===== config.mk =====
export PLATFORM = sky130hd
export DESIGN_NAME = ps2_key_tracker_flat
export DESIGN_NICKNAME = d
export VERILOG_FILES = /design/src/rtl/ps2_key_tracker_pkg.sv /design/src/rtl/ps2_key_tracker_if.sv /design/src/rtl/ps2_key_tracker_frame_rx.sv /design/src/rtl/ps2_key_tracker.sv /design/src/flat_wrapper.sv
export SDC_FILE = /design/constraint.sdc
export NUM_CORES = 1
export LEC_CHECK = 0
export CORE_MARGIN = 4
export CORE_UTILIZATION = 54
export CTS_CLUSTER_DIAMETER = 120
export CTS_CLUSTER_SIZE = 40
export DETAILED_ROUTE_END_ITERATION = 10
export HOLD_SLACK_MARGIN = 0.15
export PLACE_DENSITY_LB_ADDON = 0.08
export REMOVE_ABC_BUFFERS = 1
export SYNTH_ARGS = -nofsm -noshare
export SYNTH_HDL_FRONTEND = slang
export SYNTH_HIERARCHICAL = 1
export SYNTH_SLANG_ARGS = --single-unit

===== constraint.sdc =====
create_clock -name clk -period 2.9 [get_ports clk]
set_clock_uncertainty 0.15 [all_clocks]
set_input_delay 0.58 -clock clk [delete_from_list [all_inputs] [get_ports clk]]
set_output_delay 0.58 -clock clk [all_outputs]
set_load 0.05 [all_outputs]

===== src/rtl/ps2_key_tracker_pkg.sv =====
// Shared constants, decoder state encoding and frame check helper for the PS/2 key tracker.
package ps2_key_tracker_pkg;

    localparam logic [7:0]  PS2_BRK    = 8'hF0;
    localparam logic [7:0]  PS2_EXT    = 8'hE0;
    localparam int unsigned FRAME_BITS = 11;

    typedef enum logic [1:0] {
        ST_IDLE    = 2'd0,
        ST_EXT     = 2'd1,
        ST_BRK     = 2'd2,
        ST_EXT_BRK = 2'd3
    } dec_state_e;

    // head = {parity, data[7:0], start}; true when start/stop/odd parity are all correct
    function automatic logic frame_ok(input logic [9:0] head, input logic stop);
        return ~head[0] & stop & (^head[9:1]);
    endfunction

endpackage


===== src/rtl/ps2_key_tracker_if.sv =====
// Raw PS/2 lines in, decoded key status out.
interface ps2_key_tracker_if #(
    parameter int unsigned CNT_W = 8,
    parameter int unsigned LVL_W = 4
);
    logic             ps2_clk;
    logic             ps2_data;
    logic [7:0]       key_code;
    logic             key_ext;
    logic             key_held;
    logic [CNT_W-1:0] press_cnt;
    logic [CNT_W-1:0] err_cnt;
    logic             overflow;
    logic [LVL_W-1:0] fifo_level;

    modport master (
        output ps2_clk, ps2_data,
        input  key_code, key_ext, key_held, press_cnt, err_cnt, overflow, fifo_level
    );

    modport slave (
        input  ps2_clk, ps2_data,
        output key_code, key_ext, key_held, press_cnt, err_cnt, overflow, fifo_level
    );
endinterface


===== src/rtl/ps2_key_tracker_frame_rx.sv =====
// PS/2 frame receiver: synchronise, detect clock falls, shift 11 bits, check frame, time out.
module ps2_key_tracker_frame_rx
    import ps2_key_tracker_pkg::*;
#(
    parameter int unsigned SYNC_STAGES = 3,
    parameter int unsigned TIMEOUT_CYC = 50000
) (
    input  logic       clk,
    input  logic       resetn,
    input  logic       ps2_clk_i,
    input  logic       ps2_data_i,
    output logic       byte_valid_o,
    output logic [7:0] byte_o,
    output logic       frame_err_o
);

    localparam int unsigned TMO_W  = $clog2(TIMEOUT_CYC + 1);
    localparam int unsigned BCNT_W = 4;

    logic [SYNC_STAGES-1:0] clk_sync_q;
    logic [SYNC_STAGES-1:0] dat_sync_q;
    logic                   clk_prev_q;
    logic                   fall_c;
    logic                   dat_c;
    logic                   last_c;
    logic                   good_c;
    logic [9:0]             sh_q;
    logic [BCNT_W-1:0]      bitcnt_q;
    logic [TMO_W-1:0]       tmo_q;
    logic                   byte_valid_q;
    logic                   frame_err_q;
    logic [7:0]             byte_q;

    // Synchronisers reset to the idle-high bus level so reset release causes no false fall
    always_ff @(posedge clk or negedge resetn) begin
        if (!resetn) begin
            clk_sync_q <= '1;
            dat_sync_q <= '1;
            clk_prev_q <= 1'b1;
        end else begin
            clk_sync_q <= {clk_sync_q[SYNC_STAGES-2:0], ps2_clk_i};
            dat_sync_q <= {dat_sync_q[SYNC_STAGES-2:0], ps2_data_i};
            clk_prev_q <= clk_sync_q[SYNC_STAGES-1];
        end
    end

    assign fall_c = clk_prev_q & ~clk_sync_q[SYNC_STAGES-1];
    assign dat_c  = dat_sync_q[SYNC_STAGES-1];
    assign last_c = (bitcnt_q == BCNT_W'(FRAME_BITS - 1));
    assign good_c = frame_ok(sh_q, dat_c);

    // Bit capture, frame check on the stop bit, and partial-frame timeout
    always_ff @(posedge clk or negedge resetn) begin
        if (!resetn) begin
            sh_q         <= '0;
            bitcnt_q     <= '0;
            tmo_q        <= '0;
            byte_valid_q <= 1'b0;
            frame_err_q  <= 1'b0;
            byte_q       <= '0;
        end else begin
            byte_valid_q <= 1'b0;
            frame_err_q  <= 1'b0;
            if (fall_c) begin
                tmo_q <= '0;
                if (last_c) begin
                    bitcnt_q     <= '0;
                    byte_q       <= sh_q[8:1];
                    byte_valid_q <= good_c;
                    frame_err_q  <= ~good_c;
                end else begin
                    sh_q     <= {dat_c, sh_q[9:1]};
                    bitcnt_q <= bitcnt_q + BCNT_W'(1);
                end
            end else if (bitcnt_q != '0) begin
                if (tmo_q == TMO_W'(TIMEOUT_CYC - 1)) begin
                    bitcnt_q <= '0;
                    tmo_q    <= '0;
                end else begin
                    tmo_q <= tmo_q + TMO_W'(1);
                end
            end
        end
    end

    assign byte_valid_o = byte_valid_q;
    assign byte_o       = byte_q;
    assign frame_err_o  = frame_err_q;

endmodule


===== src/rtl/ps2_key_tracker.sv =====
// PS/2 keyboard front end: frame receiver, byte FIFO, make/break/extended decoder, counters.
module ps2_key_tracker
    import ps2_key_tracker_pkg::*;
#(
    parameter int unsigned SYNC_STAGES = 3,
    parameter int unsigned FIFO_DEPTH  = 8,
    parameter int unsigned TIMEOUT_CYC = 50000,
    parameter int unsigned CNT_W       = 8
) (
    input  logic             clk,
    input  logic             resetn,
    ps2_key_tracker_if.slave bus
);

    localparam int unsigned AW = $clog2(FIFO_DEPTH);
    localparam int unsigned LW = AW + 1;

    logic             rx_valid;
    logic [7:0]       rx_byte;
    logic             rx_err;

    logic [7:0]       mem_q [FIFO_DEPTH];
    logic [AW-1:0]    wr_ptr_q;
    logic [AW-1:0]    rd_ptr_q;
    logic [LW-1:0]    level_q;
    logic             full_c;
    logic             pop_c;
    logic             wr_c;
    logic [7:0]       pop_byte_c;
    logic             ovf_q;

    dec_state_e       state_q;
    logic [7:0]       key_code_q;
    logic             key_ext_q;
    logic             key_held_q;
    logic [CNT_W-1:0] press_q;
    logic [CNT_W-1:0] err_q;
    logic             mk_c;
    logic             bk_c;
    logic             ext_c;
    logic             match_c;

    ps2_key_tracker_frame_rx #(
        .SYNC_STAGES (SYNC_STAGES),
        .TIMEOUT_CYC (TIMEOUT_CYC)
    ) u_rx (
        .clk          (clk),
        .resetn       (resetn),
        .ps2_clk_i    (bus.ps2_clk),
        .ps2_data_i   (bus.ps2_data),
        .byte_valid_o (rx_valid),
        .byte_o       (rx_byte),
        .frame_err_o  (rx_err)
    );

    // Decoder is always ready, so the FIFO drains one byte per cycle whenever non-empty
    assign pop_c      = (level_q != '0);
    assign full_c     = (level_q == LW'(FIFO_DEPTH));
    assign wr_c       = rx_valid & (~full_c | pop_c);
    assign pop_byte_c = mem_q[rd_ptr_q];

    // FIFO storage
    always_ff @(posedge clk) begin
        if (wr_c) begin
            mem_q[wr_ptr_q] <= rx_byte;
        end
    end

    // FIFO pointers, occupancy and sticky overflow
    always_ff @(posedge clk or negedge resetn) begin
        if (!resetn) begin
            wr_ptr_q <= '0;
            rd_ptr_q <= '0;
            level_q  <= '0;
            ovf_q    <= 1'b0;
        end else begin
            if (wr_c) begin
                wr_ptr_q <= wr_ptr_q + AW'(1);
            end
            if (pop_c) begin
                rd_ptr_q <= rd_ptr_q + AW'(1);
            end
            if (wr_c && !pop_c) begin
                level_q <= level_q + LW'(1);
            end else if (!wr_c && pop_c) begin
                level_q <= level_q - LW'(1);
            end
            if (rx_valid && full_c && !pop_c) begin
                ovf_q <= 1'b1;
            end
        end
    end

    // Frame error counter, saturating
    always_ff @(posedge clk or negedge resetn) begin
        if (!resetn) begin
            err_q <= '0;
        end else if (rx_err && (err_q != '1)) begin
            err_q <= err_q + CNT_W'(1);
        end
    end

    // Classify the popped byte as a make or break event given the prefix state
    always_comb begin
        mk_c  = 1'b0;
        bk_c  = 1'b0;
        ext_c = 1'b0;
        if (pop_c) begin
            case (state_q)
                ST_IDLE:    mk_c = (pop_byte_c != PS2_EXT) && (pop_byte_c != PS2_BRK);
                ST_EXT: begin
                    mk_c  = (pop_byte_c != PS2_BRK);
                    ext_c = 1'b1;
                end
                ST_BRK:     bk_c = 1'b1;
                ST_EXT_BRK: begin
                    bk_c  = 1'b1;
                    ext_c = 1'b1;
                end
                default: ;
            endcase
        end
    end

    assign match_c = (key_code_q == pop_byte_c) && (key_ext_q == ext_c);

    // Decoder FSM with key status and press counter
    always_ff @(posedge clk or negedge resetn) begin
        if (!resetn) begin
            state_q    <= ST_IDLE;
            key_code_q <= '0;
            key_ext_q  <= 1'b0;
            key_held_q <= 1'b0;
            press_q    <= '0;
        end else begin
            if (pop_c) begin
                case (state_q)
                    ST_IDLE: begin
                        if (pop_byte_c == PS2_EXT) begin
                            state_q <= ST_EXT;
                        end else if (pop_byte_c == PS2_BRK) begin
                            state_q <= ST_BRK;
                        end
                    end
                    ST_EXT:  state_q <= (pop_byte_c == PS2_BRK) ? ST_EXT_BRK : ST_IDLE;
                    default: state_q <= ST_IDLE;
                endcase
            end
            // Typematic repeat of the held key leaves everything unchanged
            if (mk_c && !(key_held_q && match_c)) begin
                key_code_q <= pop_byte_c;
                key_ext_q  <= ext_c;
                key_held_q <= 1'b1;
                press_q    <= press_q + CNT_W'(1);
            end
            // Release only clears held for the displayed key; key_code is retained
            if (bk_c && match_c) begin
                key_held_q <= 1'b0;
            end
        end
    end

    assign bus.key_code   = key_code_q;
    assign bus.key_ext    = key_ext_q;
    assign bus.key_held   = key_held_q;
    assign bus.press_cnt  = press_q;
    assign bus.err_cnt    = err_q;
    assign bus.overflow   = ovf_q;
    assign bus.fifo_level = level_q;

endmodule


===== src/flat_wrapper.sv =====
// flat-port wrapper written by rule: the top's interface ports become plain ports
module ps2_key_tracker_flat import ps2_key_tracker_pkg::*;
#(
    parameter int unsigned SYNC_STAGES = 3,
    parameter int unsigned FIFO_DEPTH  = 8,
    parameter int unsigned TIMEOUT_CYC = 50000,
    parameter int unsigned CNT_W       = 8
)
  (clk, resetn, bus_ps2_clk, bus_ps2_data, bus_key_code, bus_key_ext, bus_key_held, bus_press_cnt, bus_err_cnt, bus_overflow, bus_fifo_level);
  ps2_key_tracker_if #(.CNT_W(CNT_W), .LVL_W(($clog2(FIFO_DEPTH) + 1))) bus_i ();
  input  logic clk;
  input  logic resetn;
  input wire logic [$bits(bus_i.ps2_clk)-1:0] bus_ps2_clk;
  input wire logic [$bits(bus_i.ps2_data)-1:0] bus_ps2_data;
  output wire logic [$bits(bus_i.key_code)-1:0] bus_key_code;
  output wire logic [$bits(bus_i.key_ext)-1:0] bus_key_ext;
  output wire logic [$bits(bus_i.key_held)-1:0] bus_key_held;
  output wire logic [$bits(bus_i.press_cnt)-1:0] bus_press_cnt;
  output wire logic [$bits(bus_i.err_cnt)-1:0] bus_err_cnt;
  output wire logic [$bits(bus_i.overflow)-1:0] bus_overflow;
  output wire logic [$bits(bus_i.fifo_level)-1:0] bus_fifo_level;
  assign bus_i.ps2_clk = bus_ps2_clk;
  assign bus_i.ps2_data = bus_ps2_data;
  assign bus_key_code = bus_i.key_code;
  assign bus_key_ext = bus_i.key_ext;
  assign bus_key_held = bus_i.key_held;
  assign bus_press_cnt = bus_i.press_cnt;
  assign bus_err_cnt = bus_i.err_cnt;
  assign bus_overflow = bus_i.overflow;
  assign bus_fifo_level = bus_i.fifo_level;
  ps2_key_tracker #(.SYNC_STAGES(SYNC_STAGES), .FIFO_DEPTH(FIFO_DEPTH), .TIMEOUT_CYC(TIMEOUT_CYC), .CNT_W(CNT_W)) u_core (.clk(clk), .resetn(resetn), .bus(bus_i));
endmodule

==> results by group <==
Run status
  – Status: complete, no violations

Pwr
  – NetSw: 2.36 mW
  – Switch share: 0.321
  – Flop pwr share: 0.377
  – Pwr dens: 946 nW/um2
  – Internal power: 4.98 mW
  – Leakage: 3.11 nW
  – VDD IR max: 534 uV
  – Clk pwr share: 0.312
  – Gate power share: 0.311

Setup path
  – Worst Setup Path Type: register to register
  – Stages on worst setup path: 10
  – Startpoint Class: register
  – Worst setup path start: u_core/bus.fifo_level[1]
  – Reg2Reg Depth: 10
  – Crit path arrival time: 2.86 ns
  – Crit-path cells: or4_1 -> clkinv_1 -> ha_1 -> inv_1 -> ha_1 -> a21o_1 -> a21oi_1 -> xnor2_1 -> nor2_1 -> xor2_1
  – Buf/Inv on CP: 2
  – Critical path required time: 3.04 ns
  – CP most frequent cell: ha_1
  – CP endpoint kind: register
  – RR Startpoint: u_core/bus.fifo_level[1]
  – Worst-path maximum fanout: 5
  – Slowest-stage cell, CP: or4_1
  – Largest delay share family, worst path: simple AND/OR/NAND/NOR gates
  – Max stage delay on crit path: 0.68 ns

Hold path
  – Hold Path Cell Cnt: 0
  – Min-delay src: u_core/u_rx/clk_sync_q[0]
  – Hold/Removal Path Class: register to register

Global routing
  – Global-route wire length before repair: 20100 um
  – Largest net degree at the start of global routing: 45
  – Remaining global-route overflow: 0
  – Tot GR Track Use: 0.182
  – Vias in the first global route: 3953
  – Initial antenna violation count: 0

Flow run
  – Max-cap viol count: 0

Layout
  – Commonest non-fill, non-tap cell in the layout: dfrtp_1
  – Most frequent cells in the layout: dfrtp_1, edfxtp_1, nand2_1
  – Fraction of layout cells with a size suffix above 1: 0.189
  – # diodes: 0
  – Area growth syn-to-layout: 19.6%
  – NumNets Final: 543

Timing
  – Hold slack: 0.204 ns
  – Hold Violations, Final: 0
  – Setup slack after layout: 0.180 ns
  – Slew Limit Fails: 0
  – Fin crit period: 2.72 ns
  – Unrepaired setup endpoints after global routing: false
  – Crit share post-route: 0.938
  – Worst slew margin: 0.406
  – Maximum clock rate: 0.368 GHz
  – Final setup vio count: 0
  – Worst-Margin Slew: 0.887 ns

Synthesis
  – Synth area leaders: dfrtp_1, edfxtp_1, mux4_2
  – Syn Inst Count: 470
  – Sequential share of the synthesized area: 0.630
  – Distinct cells, synth: 60
  – Primary FF master, synth: dfrtp_1
  – Mapped Avg Cell Area: 13.8 um2
  – Top cell type's share of synthesized area: 0.305
  – Post-synth EDFFs: 64
  – Synthesized area: 6480 um2
  – Yosys reg bits: 150
  – Synth area leader: dfrtp_1
  – Async S/R FF share, synth: 0.573
  – Warning count from the yosys run: 6

Floorplanning
  – Die Width: 118 um
  – Die height: 118 um
  – Row cnt: 39
  – Starting Density: 0.560
  – Die area: 13800 um2
  – I/O pin count: 35
  – Core area: 11600 um2

CTS
  – Max H-tree Level: 4
  – Reg clk slew, reported paths: 0.06 ns
  – CTS Buf Count: 17
  – CTS tree: yes
  – Clock Latency Late Sink: 0.41 ns
  – Root buffer cell: clkbuf_16
  – Clock sink count: 150
  – Clock buffer depth: 2

Place
  – Worst slack, placed: 0.109 ns
  – Hpwl dp: 7750 um
  – Placer Congestion: 0.807
  – Port Buffer Count: 34

Detailed routing
  – Antenna viol nets, final: 0
  – Routed wire length: 11600 um
  – Violation count after the first detailed-route iteration: 278
  – Via count: 3879
  – Number of vias per cell: 5.67
  – Drt drc: 0
  – Drt pass-1 iters: 4
  – Routed len/inst: 16.9 um
[per-stage QoR]
step | utilization | power (mW) | area [um2] | TNS (ns) | instances
after floorplan | - | 4.32 | 6390 | -6.22 | 454
after global placement | 0.614 | 5.01 | 7100 | 0 | 651
after detailed placement | 0.614 | 5.07 | 7100 | 0 | 651
after CTS | 0.669 | 7.39 | 7730 | 0 | 684
after global routing | 0.670 | 7.72 | 7750 | 0 | 684
final | 0.670 | 7.33 | 7750 | 0 | 684
[power by group through the flow]
stage,sequential (mW),clock [mW],combinational [mW]
3_5_place_dp,2.80,0,2.27
5_1_grt,2.81,2.45,2.47
6_report,2.76,2.29,2.28
4_1_cts,2.76,2.34,2.28
2_1_floorplan,3.27,0,1.05
3_3_place_gp,2.79,0,2.22
[state kept, by name, indices dropped and copies added (netlist names), 4 cells and up]
signal / cells
u_core/mem_q: 64
u_core/u_rx/tmo_q: 16
u_core/u_rx/sh_q: 10
u_core/bus.err_cnt: 8
u_core/bus.key_code: 8
u_core/bus.press_cnt: 8
u_core/u_rx/byte_o: 8
u_core/bus.fifo_level: 4
u_core/u_rx/bitcnt_q: 4
[path summary, 6_finish.rpt]
path / slack, ns / to
min reg2reg: 0.20 / u_core/u_rx/clk_sync_q[1]
max in group asynchronous: 1.33 / u_core/u_rx/clk_sync_q[0]
max: 0.18 / u_core/bus.fifo_level[3]
max reg2reg: 0.18 / u_core/bus.fifo_level[3]
min: 0.20 / u_core/u_rx/clk_sync_q[1]
min in group asynchronous: 0.56 / u_core/bus.fifo_level[1]
[routing by layer]
metal,wire [um],GRT usage,vias up
li1,-,-,1860
met3,364,0.0533,4
met4,76,0.0630,0
met5,0,0,-
met2,5770,0.288,69
met1,5350,0.242,1946
[kinds of logic (layout without fill, tap and decap cells)]
kind of cell               count (synthesis)  in the layout  share of synthesized area
AOI/OAI and AO/OA                         63             63                     0.0614
xor gates and xnor gates                  39             39                     0.0548
adders and majority gates                 11             11                     0.0212
buffers and inverters                     29            100                     0.0214
DFF                                      150            150                      0.630
muxes                                     38             38                     0.0946
and+or+nand+nor                          140            140                      0.117
[cell usage after synthesis (3+ instances only)]
library cell and instances:
a21o_1 4, a21oi_1 18, a31oi_1 11, and3_1 6
buf_2 6, clkbuf_1 6, dfrtp_1 79, dfstp_2 7
edfxtp_1 64, ha_1 11, inv_1 12, mux2_2 11
mux2i_1 7, mux4_2 16, nand2_1 58, nand2b_1 4
nand3_1 13, nand4_1 9, nor2_1 11, nor3_1 7
o21ai_0 5, o21ai_1 3, o22ai_1 4, o31ai_1 11
or4_1 8, xnor2_1 31, xor2_1 7
[area by class of cell]
type	count	area [um2]
Tap cell	143	179
Sequential cell	150	4080
Clock inverter	13	176
Inverter	13	48.8
Clock buffer	19	453
Fill cell	863	3810
Multi-Input combinational cell	291	2280
Timing Repair Buffer	55	536
[worst reg2reg max path: cells and delay by family (launching register included)]
kind            cells  cell delay, ns
buf+inv             2            0.18
xor+xnor            2            0.27
compound gates      2            0.35
fa+ha+maj           2            0.47
simple gates        2            0.75
flops               1            0.42
[timing repair]
item	in CTS	in global routing
gates resized for setup	0	4
endpoints found under the setup margin	0	8
hold endpoints to repair	43	0
hold buffers	1	0
buffers inserted	0	0
(Power assumes the default switching activity.)
